==> config.mk <==
export PLATFORM = sky130hd
export DESIGN_NAME = usb_rx_deglitch_n
export DESIGN_NICKNAME = d
export VERILOG_FILES = /design/src/rtl/usb_rx_deglitch_n.sv
export SDC_FILE = /design/constraint.sdc
export NUM_CORES = 1
export LEC_CHECK = 0
export CAP_MARGIN = 10
export CORE_AREA = 2 2 39 41
export CTS_BUF_LIST = sky130_fd_sc_hd__clkbuf_8
export DETAILED_ROUTE_END_ITERATION = 10
export DIE_AREA = 0 0 41 43
export GPL_TIMING_DRIVEN = 0
export SLEW_MARGIN = 20
export SYNTH_ARGS = -nofsm -noshare
export SYNTH_HDL_FRONTEND = slang
export SYNTH_SLANG_ARGS = --single-unit
==> constraint.sdc <==
create_clock -name clk -period 1.22 [get_ports clk]
set_clock_uncertainty 0.2 [all_clocks]
set_input_delay 0.244 -clock clk [delete_from_list [all_inputs] [get_ports clk]]
set_output_delay 0.244 -clock clk [all_outputs]
set_load 0.05 [all_outputs]
==> src/rtl/usb_rx_deglitch_n.sv <==
// N-channel glitch filter for the USB 1.1 FS PHY receive path (D+/D-/diff).
// Optional 2-flop input synchroniser enabled by defining USB_RX_DEGLITCH_SYNC_EN.
module usb_rx_deglitch_n #(
  parameter int             NCH     = 2,
  parameter int             FILT    = 2,
  parameter logic [NCH-1:0] RST_VAL = NCH'(2'b01)
) (
  input  logic           clk,
  input  logic           rst_n,
  input  logic           en,
  input  logic [NCH-1:0] din,
  output logic [NCH-1:0] dout,
  output logic [NCH-1:0] chg,
  output logic [NCH-1:0] glitch
);

  localparam int CNT_W = (FILT > 1) ? $clog2(FILT) : 1;

  logic [NCH-1:0] samp;

`ifdef USB_RX_DEGLITCH_SYNC_EN
  logic [NCH-1:0] sync_q1;
  logic [NCH-1:0] sync_q2;

  // Synchroniser resets to the output reset level so release causes no spurious edge.
  always_ff @(posedge clk or negedge rst_n) begin
    if (!rst_n) begin
      sync_q1 <= RST_VAL;
      sync_q2 <= RST_VAL;
    end else begin
      sync_q1 <= din;
      sync_q2 <= sync_q1;
    end
  end

  assign samp = sync_q2;
`else
  assign samp = din;
`endif

  for (genvar i = 0; i < NCH; i++) begin : g_ch
    logic [CNT_W-1:0] cnt;
    logic             dout_q;
    logic             chg_q;
    logic             glitch_q;

    // cnt counts consecutive samples differing from dout_q; it saturates at FILT-1
    // where the output toggles, so it never wraps.
    always_ff @(posedge clk or negedge rst_n) begin
      if (!rst_n) begin
        cnt      <= '0;
        dout_q   <= RST_VAL[i];
        chg_q    <= 1'b0;
        glitch_q <= 1'b0;
      end else if (!en) begin
        cnt      <= '0;
        chg_q    <= 1'b0;
        glitch_q <= 1'b0;
      end else if (samp[i] == dout_q) begin
        chg_q    <= 1'b0;
        glitch_q <= (cnt != '0);
        cnt      <= '0;
      end else if (cnt == CNT_W'(FILT - 1)) begin
        dout_q   <= samp[i];
        cnt      <= '0;
        chg_q    <= 1'b1;
        glitch_q <= 1'b0;
      end else begin
        cnt      <= cnt + 1'b1;
        chg_q    <= 1'b0;
        glitch_q <= 1'b0;
      end
    end

    assign dout[i]   = dout_q;
    assign chg[i]    = chg_q;
    assign glitch[i] = glitch_q;
  end

endmodule

==> flow_summary.json, run 1 <==
{
  "clockRootBuffer": "clkbuf_8",
  "dpl_worst_slack_ns": -0.654,
  "reg2regPathDepth": 4,
  "synth.largest_area_cell": "dfrtp_1",
  "r2r_slack_ns": -0.10,
  "fill_cells": 135,
  "setup_viol": 6,
  "crit_path_max_fanout": 2,
  "p_clk_frac": 0.202,
  "violations": "negative setup slack",
  "yosysUniqueCellTypes": 9,
  "num_vias": 226,
  "status": "finished with violations",
  "wl_per_cell_um": 11.4,
  "crit_arrival_ns": 0.98,
  "wl_um": 636,
  "fp.dieW_um": 41,
  "syn_avg_cell_area_sq_um": 13.0,
  "dp.cells": 52,
  "final_common_cell": "dfrtp_1",
  "layout.nets": 46,
  "syn_area_sq_um": 339,
  "clkSlewWorstSetupHoldPaths_ns": 0.04,
  "ir_drop_v": 0.000677,
  "ctsHoldBuffers": 0,
  "most-common-layout-cells": "dfrtp_1 (7), buf_8 (6), buf_6 (3), clkbuf_8 (3), buf_4 (3)",
  "grt_first_pass_wirelength_um": 862,
  "p_per_area_mw_per_mm2": 2640,
  "cts_tree": "built",
  "cts_sinks": 8,
  "initial_core_util": 0.245,
  "syn_inst": 26,
  "overflow": 0,
  "crit_type": "reg -> out",
  "gp_congestion": 0.622,
  "ctsHtreeMaxLevel": 1,
  "coreArea_sq_mm": 0.00138,
  "rr_endpoint": "g_ch[0].glitch_q$_DFF_PN0_",
  "numCtsBuffers": 3,
  "drt-vias-per-instance": 4.04,
  "synth-seq-cells": 8,
  "worst_pin_slew_ns": 0.360,
  "grt_util_all_layers": 0.0779,
  "first_pass_iters": 4,
  "insertedDiodeCount": 0,
  "drtIter0Drc": 1,
  "hold_viol": 0,
  "drive_gt1_frac": 0.575,
  "grt_setup_unrepaired": "true",
  "rows": 14,
  "end_kind": "primary output",
  "drv_cap": 0,
  "max_freq_ghz": 0.702,
  "io_pins": 11,
  "leakage_nw": 0.289,
  "io_buffers": 10,
  "period_minus_slack_ns": 1.42,
  "clkLatencyLatePin_ns": 0.22,
  "fin_crit_sh": 1.17,
  "antenna_found_initial": 0,
  "die_h_um": 43,
  "intPower_w": 0.00104,
  "syn-num-nets": 31,
  "grt_pass1_vias": 239,
  "p_sw_frac": 0.342,
  "antenna_left": 0,
  "die-area_sq_mm": 0.00176,
  "max_slew_margin": 0.759,
  "syn2layout_area_growth_pct": 76.0,
  "power.switching_w": 0.000540,
  "slew_violations": 0,
  "grt_max_degree": 9,
  "critPathLaunchType": "flop",
  "setup_slack_ns": -0.204,
  "synth_top_area_share": 0.517,
  "synthTopCellsByArea": "dfrtp_1 (52%), buf_4 (13%), mux2_4 (8.9%), dfstp_2 (7.7%), xnor2_1 (5.2%)",
  "hold_class": "in -> async",
  "clk_path_buf_depth": 2,
  "pwr-share-seq": 0.260,
  "power.share.combinational": 0.538,
  "ys_warn_count": 0,
  "crit_required_ns": 0.78,
  "drc": 0,
  "finalNonFillerCells": 56,
  "r2r-start": "g_ch[0].dout_q$_DFFE_PN1P_",
  "synth.yosys.seq_area_share": 0.594
}
## per-stage QoR
stage | utilization | power [W] | instance area (sq um) | setup TNS, ns | hold WS [ns]
after floorplan | - | 0.000798 | 339 | 0 | -0.252
after global placement | 0.332 | 0.000935 | 459 | -4.02 | 0.235
after detailed placement | 0.332 | 0.000948 | 459 | -4.18 | 0.248
after CTS | 0.394 | 0.00144 | 546 | -0.337 | 0.111
after global routing | 0.431 | 0.00165 | 597 | -0.667 | 0.118
final | 0.431 | 0.00158 | 597 | -0.483 | 0.0966
## final cells by class
type	count	area (sq um)	share of cell area
Sequential cell	8	201	0.338
Multi-Input combinational cell	12	143	0.239
Clock inverter	1	3.75	0.00629
Timing Repair Buffer	14	165	0.277
Clock buffer	3	41.3	0.0692
Buffer	2	22.5	0.0377
Tap cell	16	20.0	0.0335
## metal layers
metal | routed length [um] | GRT usage
met4 | 0 | 0.100
met3 | 20 | 0
met5 | 0 | 0
met2 | 388 | 0.131
met1 | 228 | 0.0658
## cells by family after synthesis
| logic type | share of synthesized area |
|---|---|
| simple gates | 0.133 |
| mux | 0.0886 |
| buf+inv | 0.133 |
| flops | 0.594 |
| xor+xnor | 0.0517 |
## worst max-delay path by stage
| stage | from | to | slack, ns | depth (start not counted) |
|---|---|---|---|---|
| floorplan | g_ch[0].dout_q$_DFFE_PN1P_ | dout[0] | 0.06 | 1 |
| global placement | g_ch[0].dout_q$_DFFE_PN1P_ | dout[0] | -0.65 | 2 |
| detailed placement | g_ch[0].dout_q$_DFFE_PN1P_ | dout[0] | -0.65 | 2 |
| CTS | g_ch[0].dout_q$_DFFE_PN1P_ | dout[0] | -0.21 | 2 |
| global route | g_ch[0].dout_q$_DFFE_PN1P_ | dout[0] | -0.23 | 2 |
| finish | g_ch[0].dout_q$_DFFE_PN1P_ | dout[0] | -0.20 | 2 |
## cells in the mapped netlist (all sizes together)
master and n:
dfrtp 7, mux2 2, buf 6, xnor2 2, and3 2, nor3b 2
dfstp 1, nand2 2, nor2 2
## registers in the layout, summed over array words and instances, names as in the netlist
register and count:
g_ch.chg_q 2, g_ch.cnt 2, g_ch.dout_q 2, g_ch.glitch_q 2
## worst max-delay path: stages (launching register included)
cell     delay, ns
dfstp_2       0.53
buf_6         0.09
buf_8         0.13
## power groups by stage
stage	logic, W	clock network (W)	registers (W)
after floorplan	0.000401	0	0.000396
after global placement	0.000530	0	0.000405
after detailed placement	0.000540	0	0.000408
after CTS	0.000711	0.000326	0.000405
after global routing	0.000882	0.000344	0.000420
final	0.000849	0.000318	0.000410
## timing repair
item                                    4_1_cts  5_1_grt
endpoints found under the hold margin         0        0
resized for setup                            54        6
endpoints found under the setup margin        8        6
setup buffers                                 2        2
gates cloned                                  0        0
pin swaps                                     0        3
Note: power is estimated with default switching activity, not from simulation.
==> inputs of run 2 (changes only) <==
--- a/config.mk
+++ b/config.mk
@@ -6,11 +6,13 @@
 export NUM_CORES = 1
 export LEC_CHECK = 0
 export CAP_MARGIN = 10
-export CORE_AREA = 2 2 39 41
+export CORE_AREA = 3 3 40 42
 export CTS_BUF_LIST = sky130_fd_sc_hd__clkbuf_8
 export DETAILED_ROUTE_END_ITERATION = 10
-export DIE_AREA = 0 0 41 43
+export DIE_AREA = 0 0 43 45
+export GPL_ROUTABILITY_DRIVEN = 0
 export GPL_TIMING_DRIVEN = 0
+export PLACE_DENSITY = 0.52
 export SLEW_MARGIN = 20
 export SYNTH_ARGS = -nofsm -noshare
 export SYNTH_HDL_FRONTEND = slang
==> flow_summary.json, run 2 (synthesized netlist as in run 1, its figures left out) <==
{
  "crit_required_ns": 0.78,
  "coreArea_sq_mm": 0.00128,
  "max_slew_margin": 0.774,
  "rows": 13,
  "setup_tns_ns": -0.489,
  "slew_violations": 0,
  "io_buffers": 10,
  "clk_path_buf_depth": 2,
  "power.switching_w": 0.000520,
  "ir_drop_v": 0.00107,
  "num_vias": 209,
  "pwr-share-seq": 0.271,
  "setup_slack_ns": -0.211,
  "antenna_left": 0,
  "violations": "negative setup slack",
  "clkSlewWorstSetupHoldPaths_ns": 0.04,
  "p_clk_frac": 0.215,
  "drive_gt1_frac": 0.564,
  "max_freq_ghz": 0.699,
  "grt_first_pass_wirelength_um": 938,
  "drc": 0,
  "crit_arrival_ns": 0.99,
  "r2r-start": "g_ch[0].dout_q$_DFFE_PN1P_",
  "hold_class": "in -> async",
  "initial_core_util": 0.264,
  "critPathLaunchType": "flop",
  "end_kind": "primary output",
  "grt_setup_unrepaired": "true",
  "insertedDiodeCount": 0,
  "grt_pass1_vias": 215,
  "ctsHtreeMaxLevel": 1,
  "leakage_nw": 0.276,
  "power_w": 0.00152,
  "layout.nets": 45,
  "fp.dieW_um": 43,
  "hpwl_um": 394,
  "whs_ns": 0.0834,
  "grt_max_degree": 9,
  "p_sw_frac": 0.341,
  "drtIter0Drc": 2,
  "intPower_w": 0.00100,
  "antenna_found_initial": 0,
  "drv_cap": 0,
  "die_h_um": 45,
  "p_per_area_mw_per_mm2": 2650,
  "final_common_cell": "dfrtp_1",
  "fin_crit_sh": 1.17,
  "overflow": 0,
  "die-area_sq_mm": 0.00194,
  "clockRootBuffer": "clkbuf_8",
  "first_pass_iters": 2,
  "status": "finished with violations",
  "period_minus_slack_ns": 1.43,
  "crit_path_start": "g_ch[0].dout_q$_DFFE_PN1P_",
  "hold_viol": 0,
  "most-common-layout-cells": "dfrtp_1 (7), buf_8 (6), buf_6 (4)",
  "drt-vias-per-instance": 3.87,
  "crit_path_max_fanout": 2,
  "numCtsBuffers": 3,
  "wl_per_cell_um": 10.4,
  "crit_type": "reg -> out",
  "cts_tree": "built",
  "power.share.combinational": 0.514,
  "io_pins": 11,
  "post-route-util": 0.447,
  "wl_um": 563,
  "grt_util_all_layers": 0.0732,
  "setup_viol": 5,
  "clkLatencyLatePin_ns": 0.23,
  "ctsHoldBuffers": 0,
  "syn2layout_area_growth_pct": 69.4,
  "cts_sinks": 8,
  "worst_pin_slew_ns": 0.338
}
[run 2: cell types whose count changed in the layout (fill, tap and decap cells not counted)]
cell	before	now
and3_2	0	1
buf_6	3	4
dlymetal6s2s_1	1	0
clkdlybuf4s50_1	2	3
and3_4	2	1
xnor2_4	2	1
xnor2_2	0	1
buf_4	3	1
[run 2: final cells by class]
type	count	area (sq um)
buffer	2	22.5
clock buffer	3	41.3
clock inverter	1	3.75
fill	120	711
multi-input combinational	12	128
sequential	8	201
tap	15	18.8
timing repair buffer	13	159
[run 2: layer usage]
metal,up-vias,GRT usage,share of wire
li1,105,-,-
met2,6,0.0958,0.51
met3,0,0.0120,0.060
met4,0,0.108,0
met5,-,0,0
met1,98,0.0846,0.42
[run 2: metrics by stage]
stage               cell area [sq um]  cells  setup slack [ns]
floorplan                         339     26            0.0647
CTS                               537     53            -0.209
global placement                  458     51            -0.638
detailed placement                458     51            -0.647
finish                            574     54            -0.211
global route                      574     54            -0.233
[run 2: timing repair]
action                     in CTS  in global routing
setup endpoints to repair       8                  9
pin swaps                       0                  3
buffers inserted                2                  1
gates cloned                    0                  0
gates resized for setup        53                  5
[run 2: path summary, 6_finish.rpt]
| check | end | slack [ns] | cells after the start |
|---|---|---|---|
| hold reg to reg | g_ch[1].cnt$_DFF_PN0_ | 0.25 | 1 |
| max in group asynchronous | g_ch[0].dout_q$_DFFE_PN1P_ | 0.44 | 1 |
| min in group clk | g_ch[1].cnt$_DFF_PN0_ | 0.25 | 1 |
| setup reg to reg | g_ch[0].glitch_q$_DFF_PN0_ | -0.10 | 4 |
| setup / recovery | dout[0] | -0.21 | 2 |
| hold / removal | g_ch[1].dout_q$_DFFE_PN0P_ | 0.08 | 1 |
[run 2: worst max-delay path, cell delays in order, from the launching register on]
cell     delay (ns)
dfstp_2        0.54
buf_6          0.09
buf_8          0.13
[run 2: power groups by stage]
| stage | combinational [W] | clock, W | sequential (W) |
|---|---|---|---|
| 2_1_floorplan | 0.000401 | 0 | 0.000396 |
| 3_3_place_gp | 0.000529 | 0 | 0.000401 |
| 3_5_place_dp | 0.000533 | 0 | 0.000409 |
| 4_1_cts | 0.000684 | 0.000336 | 0.000407 |
| 5_1_grt | 0.000821 | 0.000355 | 0.000419 |
| 6_report | 0.000784 | 0.000327 | 0.000413 |
==> inputs of run 3 (changes only) <==
--- a/config.mk
+++ b/config.mk
@@ -13,6 +13,7 @@
 export GPL_ROUTABILITY_DRIVEN = 0
 export GPL_TIMING_DRIVEN = 0
 export PLACE_DENSITY = 0.52
+export SKIP_LAST_GASP = 1
 export SLEW_MARGIN = 20
 export SYNTH_ARGS = -nofsm -noshare
 export SYNTH_HDL_FRONTEND = slang
==> flow_summary.json, run 3 (synthesized netlist as in run 1, its figures left out) <==
{
  "drv_cap": 0,
  "fill_cells": 116,
  "numCtsBuffers": 3,
  "worst_pin_slew_ns": 0.339,
  "crit_required_ns": 0.78,
  "io_pins": 11,
  "fp.dieW_um": 43,
  "dpl_worst_slack_ns": -0.647,
  "critPathBufInv": 2,
  "final_common_cell": "dfrtp_1",
  "syn2layout_area_growth_pct": 71.6,
  "grt_busiest_layer": "met4",
  "drt-vias-per-instance": 4.00,
  "rows": 13,
  "cp_top_family": "flip-flops",
  "crit_chain": "buf_6, buf_8",
  "clkLatencyLatePin_ns": 0.23,
  "grt_first_pass_wirelength_um": 910,
  "clk_path_buf_depth": 2,
  "wl_um": 585,
  "grt_pass1_vias": 213,
  "fin_area_sq_um": 582,
  "grt_setup_unrepaired": "true",
  "drtIter0Drc": 2,
  "grtUsageMet1": 0.0794,
  "die-area_sq_mm": 0.00194,
  "cts_tree": "built",
  "layout.nets": 46,
  "critPathLaunchType": "flop",
  "crit_arrival_ns": 0.98,
  "setup_slack_ns": -0.208,
  "slowest_stage": "dfstp_2",
  "hold_class": "in -> async",
  "max_slew_margin": 0.773,
  "dp.cells": 51,
  "setup_tns_ns": -0.536,
  "clkSlewWorstSetupHoldPaths_ns": 0.04,
  "p_per_area_mw_per_mm2": 2670,
  "io_buffers": 10,
  "period_minus_slack_ns": 1.43,
  "finalNonFillerCells": 55,
  "ctsHtreeMaxLevel": 1,
  "most-common-layout-cells": "dfrtp_1 (7), buf_8 (6), buf_6 (4)",
  "coreArea_sq_mm": 0.00128,
  "initial_core_util": 0.264,
  "overflow": 0,
  "num_vias": 220,
  "insertedDiodeCount": 0,
  "antenna_left": 0,
  "fin_crit_sh": 1.17,
  "grt_max_degree": 9,
  "power_w": 0.00155,
  "placed_area_sq_um": 458,
  "first_pass_iters": 4,
  "end_kind": "primary output",
  "leakage_nw": 0.281,
  "setup_viol": 6,
  "grt_util_met2": 0.0958,
  "antenna_found_initial": 0,
  "wl_per_cell_um": 10.6,
  "cts_sinks": 8,
  "met3_usage": 0.0120,
  "ir_drop_v": 0.00107,
  "ctsHoldBuffers": 0,
  "clockRootBuffer": "clkbuf_8",
  "status": "finished with violations",
  "die_h_um": 45,
  "crit_path_max_fanout": 2,
  "cp_slowest_stage_delay_ns": 0.53,
  "grt_util_all_layers": 0.0715,
  "violations": "negative setup slack",
  "hold_viol": 0,
  "hpwl_um": 394,
  "drive_gt1_frac": 0.575,
  "slew_violations": 0,
  "drc": 0,
  "max_freq_ghz": 0.700,
  "crit_type": "reg -> out"
}
[run 3: changes by cell type in the layout (fill, tap and decap cells not counted)]
cell	previous run	this run
buf_4	1	2
[run 3: final timing paths]
check,start,endpoint,slack [ns],cells after the start
max,g_ch[0].dout_q$_DFFE_PN1P_,dout[0],-0.21,2
min,rst_n,g_ch[1].glitch_q$_DFF_PN0_,0.08,1
max reg2reg,g_ch[0].dout_q$_DFFE_PN1P_,g_ch[0].glitch_q$_DFF_PN0_,-0.10,4
min reg2reg,g_ch[1].cnt$_DFF_PN0_,g_ch[1].cnt$_DFF_PN0_,0.25,1
max in group asynchronous,rst_n,g_ch[0].dout_q$_DFFE_PN1P_,0.44,1
min in group clk,g_ch[1].cnt$_DFF_PN0_,g_ch[1].cnt$_DFF_PN0_,0.25,1
[run 3: layer usage]
metal	part of all wire	vias to the layer above
met1	0.42	106
met2	0.51	6
met3	0.058	0
met5	0	-
met4	0	0
li1	-	108
[run 3: where the power goes]
| group | internal, W | switching, W | total, W |
|---|---|---|---|
| sequential | 0.000353 | 0.0000590 | 0.000412 |
| combinational | 0.000453 | 0.000359 | 0.000812 |
| clock | 0.000218 | 0.000110 | 0.000329 |
[run 3: final cells by class]
| type | count | area (sq um) | area share |
|---|---|---|---|
| Clock inverter | 1 | 3.75 | 0.00645 |
| Multi-Input combinational cell | 12 | 128 | 0.219 |
| Timing Repair Buffer | 14 | 166 | 0.286 |
| Buffer | 2 | 22.5 | 0.0387 |
| Sequential cell | 8 | 201 | 0.346 |
| Clock buffer | 3 | 41.3 | 0.0710 |
| Tap cell | 15 | 18.8 | 0.0323 |
[run 3: metrics by stage]
stage | hold WS, ns | utilization
after floorplan | -0.252 | -
after global placement | 0.233 | 0.356
after detailed placement | 0.242 | 0.356
after CTS | 0.0939 | 0.408
after global routing | 0.126 | 0.453
final | 0.0839 | 0.453
[run 3: timing repair]
action,in CTS,in global routing
resized for setup,51,7
pin swaps,0,3
buffers inserted,2,2
gates cloned,0,0
setup endpoints to repair,8,10
